<file path="config.mk">
export PLATFORM = sky130hd
export DESIGN_NAME = mem_bus_if
export DESIGN_NICKNAME = d
export VERILOG_FILES = /design/src/rtl/mem_bus_if.sv
export SDC_FILE = /design/constraint.sdc
export NUM_CORES = 1
export LEC_CHECK = 0
export ABC_AREA = 1
export ABC_CLOCK_PERIOD_IN_PS = 1670
export CAP_MARGIN = 25
export CORE_MARGIN = 2
export CORE_UTILIZATION = 30
export DETAILED_ROUTE_END_ITERATION = 12
export GPL_TIMING_DRIVEN = 0
export PLACE_DENSITY_LB_ADDON = 0.2
export RECOVER_POWER = 25
export SETUP_SLACK_MARGIN = 0.15
export SYNTH_ARGS = -nofsm -noshare
export SYNTH_HDL_FRONTEND = slang
export SYNTH_SLANG_ARGS = --single-unit
</file>
<file path="constraint.sdc">
create_clock -name Clock -period 1.67 [get_ports Clock]
set_input_delay 0.334 -clock Clock [delete_from_list [all_inputs] [get_ports Clock]]
set_output_delay 0.334 -clock Clock [all_outputs]
set_load 0.1 [all_outputs]
</file>
<file path="src/rtl/mem_bus_if.sv">
// mem_bus_if: bridge between the multicycle controller/datapath and the
// multiplexed address/data memory pads. The pad strobes and AdPadOut are all
// registered. Read data is captured on ENB and returned through RdData.
// The optional wait-state handshake (PadReady, Stall, timeout) is compiled in
// only when the macro MEM_WAIT_EN is defined.
//
// state | meaning
// IDLE  | no access in progress, pads idle
// ADDR  | address latched on pads, waiting for a read or write strobe
// READ  | read strobes on pads, capture on ENB
// WRITE | write data and write strobes on pads
// WAIT  | access frozen while memory is not ready
module mem_bus_if #(
  parameter int unsigned WAIT_MAX = 15
) (
  input  logic        Clock,
  input  logic        Reset,
  input  logic [15:0] SysBus,
  input  logic        ALE,
  input  logic        nME,
  input  logic        nOE,
  input  logic        nWE,
  input  logic        ENB,
  input  logic        MemEn,
  output logic [15:0] RdData,
  output logic        RdDataOe,
  output logic        Stall,
  output logic        BusErr,
  output logic [15:0] AdPadOut,
  input  logic [15:0] AdPadIn,
  output logic        AdPadOe,
  output logic        PadAle,
  output logic        PadnME,
  output logic        PadnOE,
  output logic        PadnWE,
  input  logic        PadReady
);

`ifdef MEM_WAIT_EN
  localparam logic WAIT_EN = 1'b1;
`else
  localparam logic WAIT_EN = 1'b0;
`endif
  localparam logic [7:0] WAIT_LIM = 8'(WAIT_MAX);

  typedef enum logic [2:0] {S_IDLE, S_ADDR, S_READ, S_WRITE, S_WAIT} state_t;

  state_t      state, state_nxt;
  logic [7:0]  cnt, cnt_nxt;
  logic        wait_rd, wait_rd_nxt;
  logic [15:0] ad_out_nxt, rd_nxt;
  logic        ad_oe_nxt, pad_ale_nxt, pad_nme_nxt, pad_noe_nxt, pad_nwe_nxt;
  logic        bus_err_nxt;

  logic acc_rd, acc_wr, acc_ill;
  logic op_stall_req, wait_busy, wait_timeout;

  assign acc_rd  = !nME && !nOE &&  nWE;
  assign acc_wr  = !nME && !nWE &&  nOE;
  assign acc_ill = !nME && !nOE && !nWE;

  // A stall starts from READ (with ENB) or WRITE while memory is not ready.
  assign op_stall_req = WAIT_EN && !PadReady && !ALE &&
                        ((state == S_READ && acc_rd && ENB) || (state == S_WRITE && acc_wr));
  // The entry cycle counts as the first stall cycle, so WAIT_MAX bounds the total.
  assign wait_busy    = (state == S_WAIT) && !ALE && !PadReady && (cnt < WAIT_LIM);
  assign wait_timeout = (state == S_WAIT) && !ALE && !PadReady && (cnt >= WAIT_LIM);

  assign Stall    = !Reset && (op_stall_req || wait_busy);
  assign RdDataOe = !Reset && MemEn;

  // State register with the stall counter and the stalled-operation flag.
  always_ff @(posedge Clock) begin
    if (Reset) begin
      state   <= S_IDLE;
      cnt     <= 8'd0;
      wait_rd <= 1'b0;
    end else begin
      state   <= state_nxt;
      cnt     <= cnt_nxt;
      wait_rd <= wait_rd_nxt;
    end
  end

  // Next-state logic; ALE overrides everything, including an active stall.
  always_comb begin
    state_nxt   = state;
    cnt_nxt     = cnt;
    wait_rd_nxt = wait_rd;
    if (ALE) begin
      state_nxt = S_ADDR;
      cnt_nxt   = 8'd0;
    end else if (state == S_WAIT) begin
      if (PadReady || cnt >= WAIT_LIM) begin
        state_nxt = wait_rd ? S_READ : S_WRITE;
        cnt_nxt   = 8'd0;
      end else begin
        cnt_nxt = cnt + 8'd1;
      end
    end else if (op_stall_req) begin
      state_nxt   = S_WAIT;
      cnt_nxt     = 8'd1;
      wait_rd_nxt = (state == S_READ);
    end else if (acc_ill) begin
      state_nxt = state;
    end else if (nME) begin
      state_nxt = S_IDLE;
    end else if (state != S_IDLE) begin
      if (acc_rd)      state_nxt = S_READ;
      else if (acc_wr) state_nxt = S_WRITE;
    end
  end

  // Next values of the registered pad outputs, read data and bus error.
  always_comb begin
    ad_out_nxt  = AdPadOut;
    ad_oe_nxt   = AdPadOe;
    rd_nxt      = RdData;
    pad_ale_nxt = 1'b0;
    pad_nme_nxt = PadnME;
    pad_noe_nxt = PadnOE;
    pad_nwe_nxt = PadnWE;
    bus_err_nxt = 1'b0;
    if (ALE) begin
      ad_out_nxt  = SysBus;
      ad_oe_nxt   = 1'b1;
      pad_ale_nxt = 1'b1;
      pad_nme_nxt = 1'b1;
      pad_noe_nxt = 1'b1;
      pad_nwe_nxt = 1'b1;
    end else if (state == S_WAIT) begin
      if (PadReady) begin
        if (wait_rd) rd_nxt = AdPadIn;
      end else if (wait_timeout) begin
        bus_err_nxt = 1'b1;
        if (wait_rd) rd_nxt = 16'hFFFF;
      end
    end else if (op_stall_req) begin
      ad_out_nxt = AdPadOut;
    end else if (acc_ill) begin
      ad_oe_nxt   = 1'b0;
      pad_nme_nxt = 1'b1;
      pad_noe_nxt = 1'b1;
      pad_nwe_nxt = 1'b1;
      bus_err_nxt = 1'b1;
    end else if (nME) begin
      ad_oe_nxt   = 1'b0;
      pad_nme_nxt = 1'b1;
      pad_noe_nxt = 1'b1;
      pad_nwe_nxt = 1'b1;
    end else if (state != S_IDLE) begin
      if (acc_rd) begin
        ad_oe_nxt   = 1'b0;
        pad_nme_nxt = 1'b0;
        pad_noe_nxt = 1'b0;
        pad_nwe_nxt = 1'b1;
        if (state == S_READ && ENB) rd_nxt = AdPadIn;
      end else if (acc_wr) begin
        ad_out_nxt  = SysBus;
        ad_oe_nxt   = 1'b1;
        pad_nme_nxt = 1'b0;
        pad_noe_nxt = 1'b1;
        pad_nwe_nxt = 1'b0;
      end
    end
  end

  // Output registers; nothing reaches the pads combinationally.
  always_ff @(posedge Clock) begin
    if (Reset) begin
      AdPadOut <= 16'd0;
      AdPadOe  <= 1'b0;
      RdData   <= 16'd0;
      PadAle   <= 1'b0;
      PadnME   <= 1'b1;
      PadnOE   <= 1'b1;
      PadnWE   <= 1'b1;
      BusErr   <= 1'b0;
    end else begin
      AdPadOut <= ad_out_nxt;
      AdPadOe  <= ad_oe_nxt;
      RdData   <= rd_nxt;
      PadAle   <= pad_ale_nxt;
      PadnME   <= pad_nme_nxt;
      PadnOE   <= pad_noe_nxt;
      PadnWE   <= pad_nwe_nxt;
      BusErr   <= bus_err_nxt;
    end
  end

endmodule

</file>
# == Yosys cells after proc, flatten, opt, wreduce, memory -nomap -nowiden ==
# Cells that the tools add are included.
# W data, S select, Z words.
# classes
n_bitwise,2
magnitude_cmp,2
reduce_logical,40
n_mux,45
n_eq_ne,12
add_sub_neg,1
# op_table
cell,count
$mux W16,13
$mux W1,24
$mux W3,7
$reduce_bool A4 Y1,4
$logic_and A1 B1 Y1,12
$reduce_bool A2 Y1,5
$reduce_bool A5 Y1,2
$reduce_bool A3 Y1,3
$add A8 B1 Y8 const B,1
$ge A8 B4 Y1 const B,1
$lt A8 B4 Y1 const B,1
$mux W8,1
$ne A2 B2 Y1 const B,4
$reduce_and A4 Y1,2
$reduce_and A8 Y1,1
$logic_not A1 Y1,6
$ne A2 B1 Y1 const B,3
$ne A3 B2 Y1 const B,2
$reduce_and A3 Y1,2
$reduce_and A6 Y1,1
$eq A3 B2 Y1 const B,1
$eq A3 B3 Y1 const B,1
$ne A3 B3 Y1 const B,1
$not A1 Y1,2
2 further kinds,2
# word_totals
out_inout_bits,40
inputBits,41
reg_bits,49
elab_cells,113

# == Depth between registers and ports, before layout ==
# logic_depth
depth_word,10
ltp_mapped,8

# == Worst setup path after synthesis ==
# OpenSTA, ideal clock, no wires.
# synth_timing
path_kind,input port to output port
start,input port MemEn
end,output port RdDataOe
stages,2
t_required_ps,1336
path_slack_ps,-276
t_arrival_ps,1612
path_cell_list,inv_1 -> nor2_1
# synth_between
elab_chain_len,1
# synth_rtl
item,line,text
"start, declared",24,"input logic MemEn,"
$logic_and A1 B1 Y1,70,assign RdDataOe = !Reset && MemEn;
"end, declared",26,"output logic RdDataOe,"
# Every way passes these cells.

# == Worst setup path in the final report ==
# layout_timing
start,register RdData[2]
end,output port RdData[2]
# layout_lines
item,line,text
"start, declared",25,"output logic [15:0] RdData,"
"start signal, assigned",182,RdData <= rd_nxt;
# No word-level cell between the ends.

==> flow_summary_export.csv <==
group,metric,value,unit
placed_design,gp_congestion,0.742,
timing,setup_viol,0,
critical_path,setup.worst_path.end_class,"output port",
power,seqPwrFrac,0.453,
cells_and_area,regArea,801,µm²
floorplan,die_x,81.9,µm
synth,synthMostInstantiatedCell,"nand2_1",
synth,synthCells,265,
global_routing,global_route.usage.met3,0.0385,
route,ant_nets,0,
placed_design,hpwl,3180,µm
global_routing,antenna_found_initial,0,
route,vias,1766,
clock_tree,cts_buffers,5,
clock_tree,cts-root-buf,"clkbuf_8",
cells_and_area,area_growth_syn_to_layout,45.1,%
floorplan,die_h,81.9,µm
route,wl_per_cell,10.3,µm
synth,ys_types,19,
timing,finalWorstPathRequiredPeriod,1490,ps
timing,finalCritPeriodShare,0.891,
timing,hold_viol_final,0,
critical_path,crit_path_max_fanout,2,
synth,synth.avg_cell_area,6.87,µm²
global_routing,grt_max_degree,12,
global_routing,grt_usage,0.136,
synth,synth-main-ff-cell,"dfxtp_1",
floorplan,io_pins,81,
cells_and_area,finalNetCount,392,
clock_tree,clk_latency,280,ps
clock_tree,clockBufferDepth,2,
power,switching_power,0.776,mW
placed_design,dp.cells,418,
floorplan,dieArea,6710,µm²
power,powerDensity,847,nW/µm²
timing,clock_skew,6.92,ps
clock_tree,cts_sinks,40,
timing,fmax,672,MHz
clock_tree,cts_tree,"done",
power,clkPwrFrac,0.264,
synth,synth_area_leader_cell,"dfxtp_1",
critical_path,path_delay_family,"buffers and inverters",
power,switching_share,0.347,
global_routing,grt_pass1_wl,7180,µm
cells_and_area,multi_input_area,783,µm²
critical_path,slowest_delay,550,ps
global_routing,grt_most_used_layer,"met2",
critical_path,cp_cell_sequence,"clkdlybuf4s18_2",
critical_path,start_kind,"flip-flop",
critical_path,cp_slowest_cell,"clkdlybuf4s18_2",
critical_path,worstPathRequired,1340,ps
worst_hold_path,hold_path_class,"reg2reg",
floorplan,num_rows,28,
synth,synth-edff-count,0,
floorplan,initial_core_util,0.310,
cells_and_area,n_antenna_cell,0,
flow_run,max-cap-violations,0,
critical_path,critPathBufInv,1,
power,total_power,2.24,mW
synth,yosys_warnings,0,
global_routing,first_global_vias,1658,
timing,worst_pin_slew,547,ps
power,p_leak,1.32,nW
synth,syn_area,1820,µm²
synth,syn-num-nets,306,
placed_design,port_buffers,78,
timing,slew_violations,0,
route,firstDrtPassIters,4,
route,detail_route.vias_per_cell,4.15,
power,irDropWorstVdd,0.550,mV
global_routing,met2_usage,0.224,
power,combPwrFrac,0.283,
synth,ys_ff_latch,40,
route,routed_wl,4390,µm
synth,ys_seq_area_frac,0.440,
global_routing,grt_overflow_total,0,
route,drc,0,
run_status,run_status,"completed",
power,intPower,1.46,mW
global_routing,use_met1,0.171,
synth,yosys-top-cells-area,"dfxtp_1 44%, nand2_1 13%, nor2_1 11%",
timing,slew_headroom,0.637,
cells_and_area,fillers,637,
timing,rsz0062_at_grt,"false",
critical_path,critical_path_class,"reg2out",
clock_tree,hold_buffers,0,
synth,ys_top_cells_by_count,"64 x nand2_1, 54 x nor2_1, 41 x inv_1",
floorplan,core,5890,µm²
route,drt_iter0_markers,56,
synth,async_flop_share,0,
cells_and_area,drive_gt1_frac,0.242,
cells_and_area,final-instance-count-excl-fill,426,
critical_path,crit_arrival,1150,ps
clock_tree,clkTransAtPathRegs,70,ps
synth,synth.top_cell.area_share,0.440,
clock_tree,htreeDepth,2,
-- cells by family after synthesis --
family	after synthesis	synth area share
compound gates	3	0.0158
buf+inv	53	0.132
other cells	1	0.00206
flops	40	0.440
simple gates	168	0.411
-- path summary, 6_finish.rpt --
kind                   from            to  slack [ps]  depth (start not counted)
hold / removal       PadnWE        PadnWE         460                          2
setup reg to reg   state[0]  AdPadOut[11]         450                          6
setup / recovery  RdData[2]     RdData[2]         180                          1
hold reg to reg      PadnWE        PadnWE         460                          2
-- cell type report --
type	instances	share of cell area
Clock inverter	1	0.00189
Buffer	10	0.0308
Sequential cell	40	0.303
Tap cell	75	0.0355
Timing Repair Buffer	79	0.243
Clock buffer	6	0.0275
Multi-Input combinational cell	172	0.296
Inverter	43	0.0620
-- registers in the layout (all words and copies together), names as in the netlist --
register,cells
state,2
PadnOE,1
BusErr,1
PadAle,1
PadnWE,1
RdData,16
PadnME,1
AdPadOe,1
AdPadOut,16
-- per-stage QoR --
step           hold slack, ps  utilization  setup TNS (ps)  cell area (µm²)  setup WS [ps]
3_5_place_dp              443        0.459           -8740             2700           -752
2_1_floorplan             418            -               0             1820            198
6_report                  458        0.449               0             2640            181
5_1_grt                   480        0.449               0             2640            107
4_1_cts                   460        0.474               0             2790            151
3_3_place_gp              445        0.459           -8210             2700           -757
-- power by group through the flow --
| stage | Sequential (mW) | Combinational [mW] | Clock, mW |
|---|---|---|---|
| after floorplan | 1.30 | 0.190 | 0 |
| after global placement | 1.04 | 0.662 | 0 |
| after detailed placement | 1.04 | 0.664 | 0 |
| after CTS | 1.02 | 0.657 | 0.619 |
| after global routing | 1.02 | 0.679 | 0.655 |
| final | 1.01 | 0.633 | 0.590 |
-- placed cells by master, fill, tap and decap left out, drive strengths merged --
master         synthesis  final
o21a                   1      1
nand4                  1      1
clkinv                 0      1
dlygate4sd3            0      1
inv                   43     43
dlymetal6s2s           0      2
nand3                 23     23
dlygate4sd2            0      1
clkbuf                 1     15
clkdlybuf4s15          0      1
buf                    9     35
o21ai                  1      1
nand2                 68     68
a21oi                  1      1
dfxtp                 40     40
conb                   1      1
nor2                  76     76
clkdlybuf4s18          0      6
clkdlybuf4s50          0     34
-- timing repair --
| action | in CTS | in global routing |
|---|---|---|
| pin swaps | 1 | 2 |
| setup endpoints to repair | 40 | 61 |
| buffers inserted | 0 | 1 |
| gates resized for setup | 152 | 47 |
-- metal layers --
metal,share of wire,up-vias,wire length [µm]
met4,0.010,0,45
met5,0,-,0
met2,0.45,58,1970
met1,0.46,757,2030
met3,0.078,5,342
li1,-,946,-
Note: power is estimated with default switching activity, not from simulation.
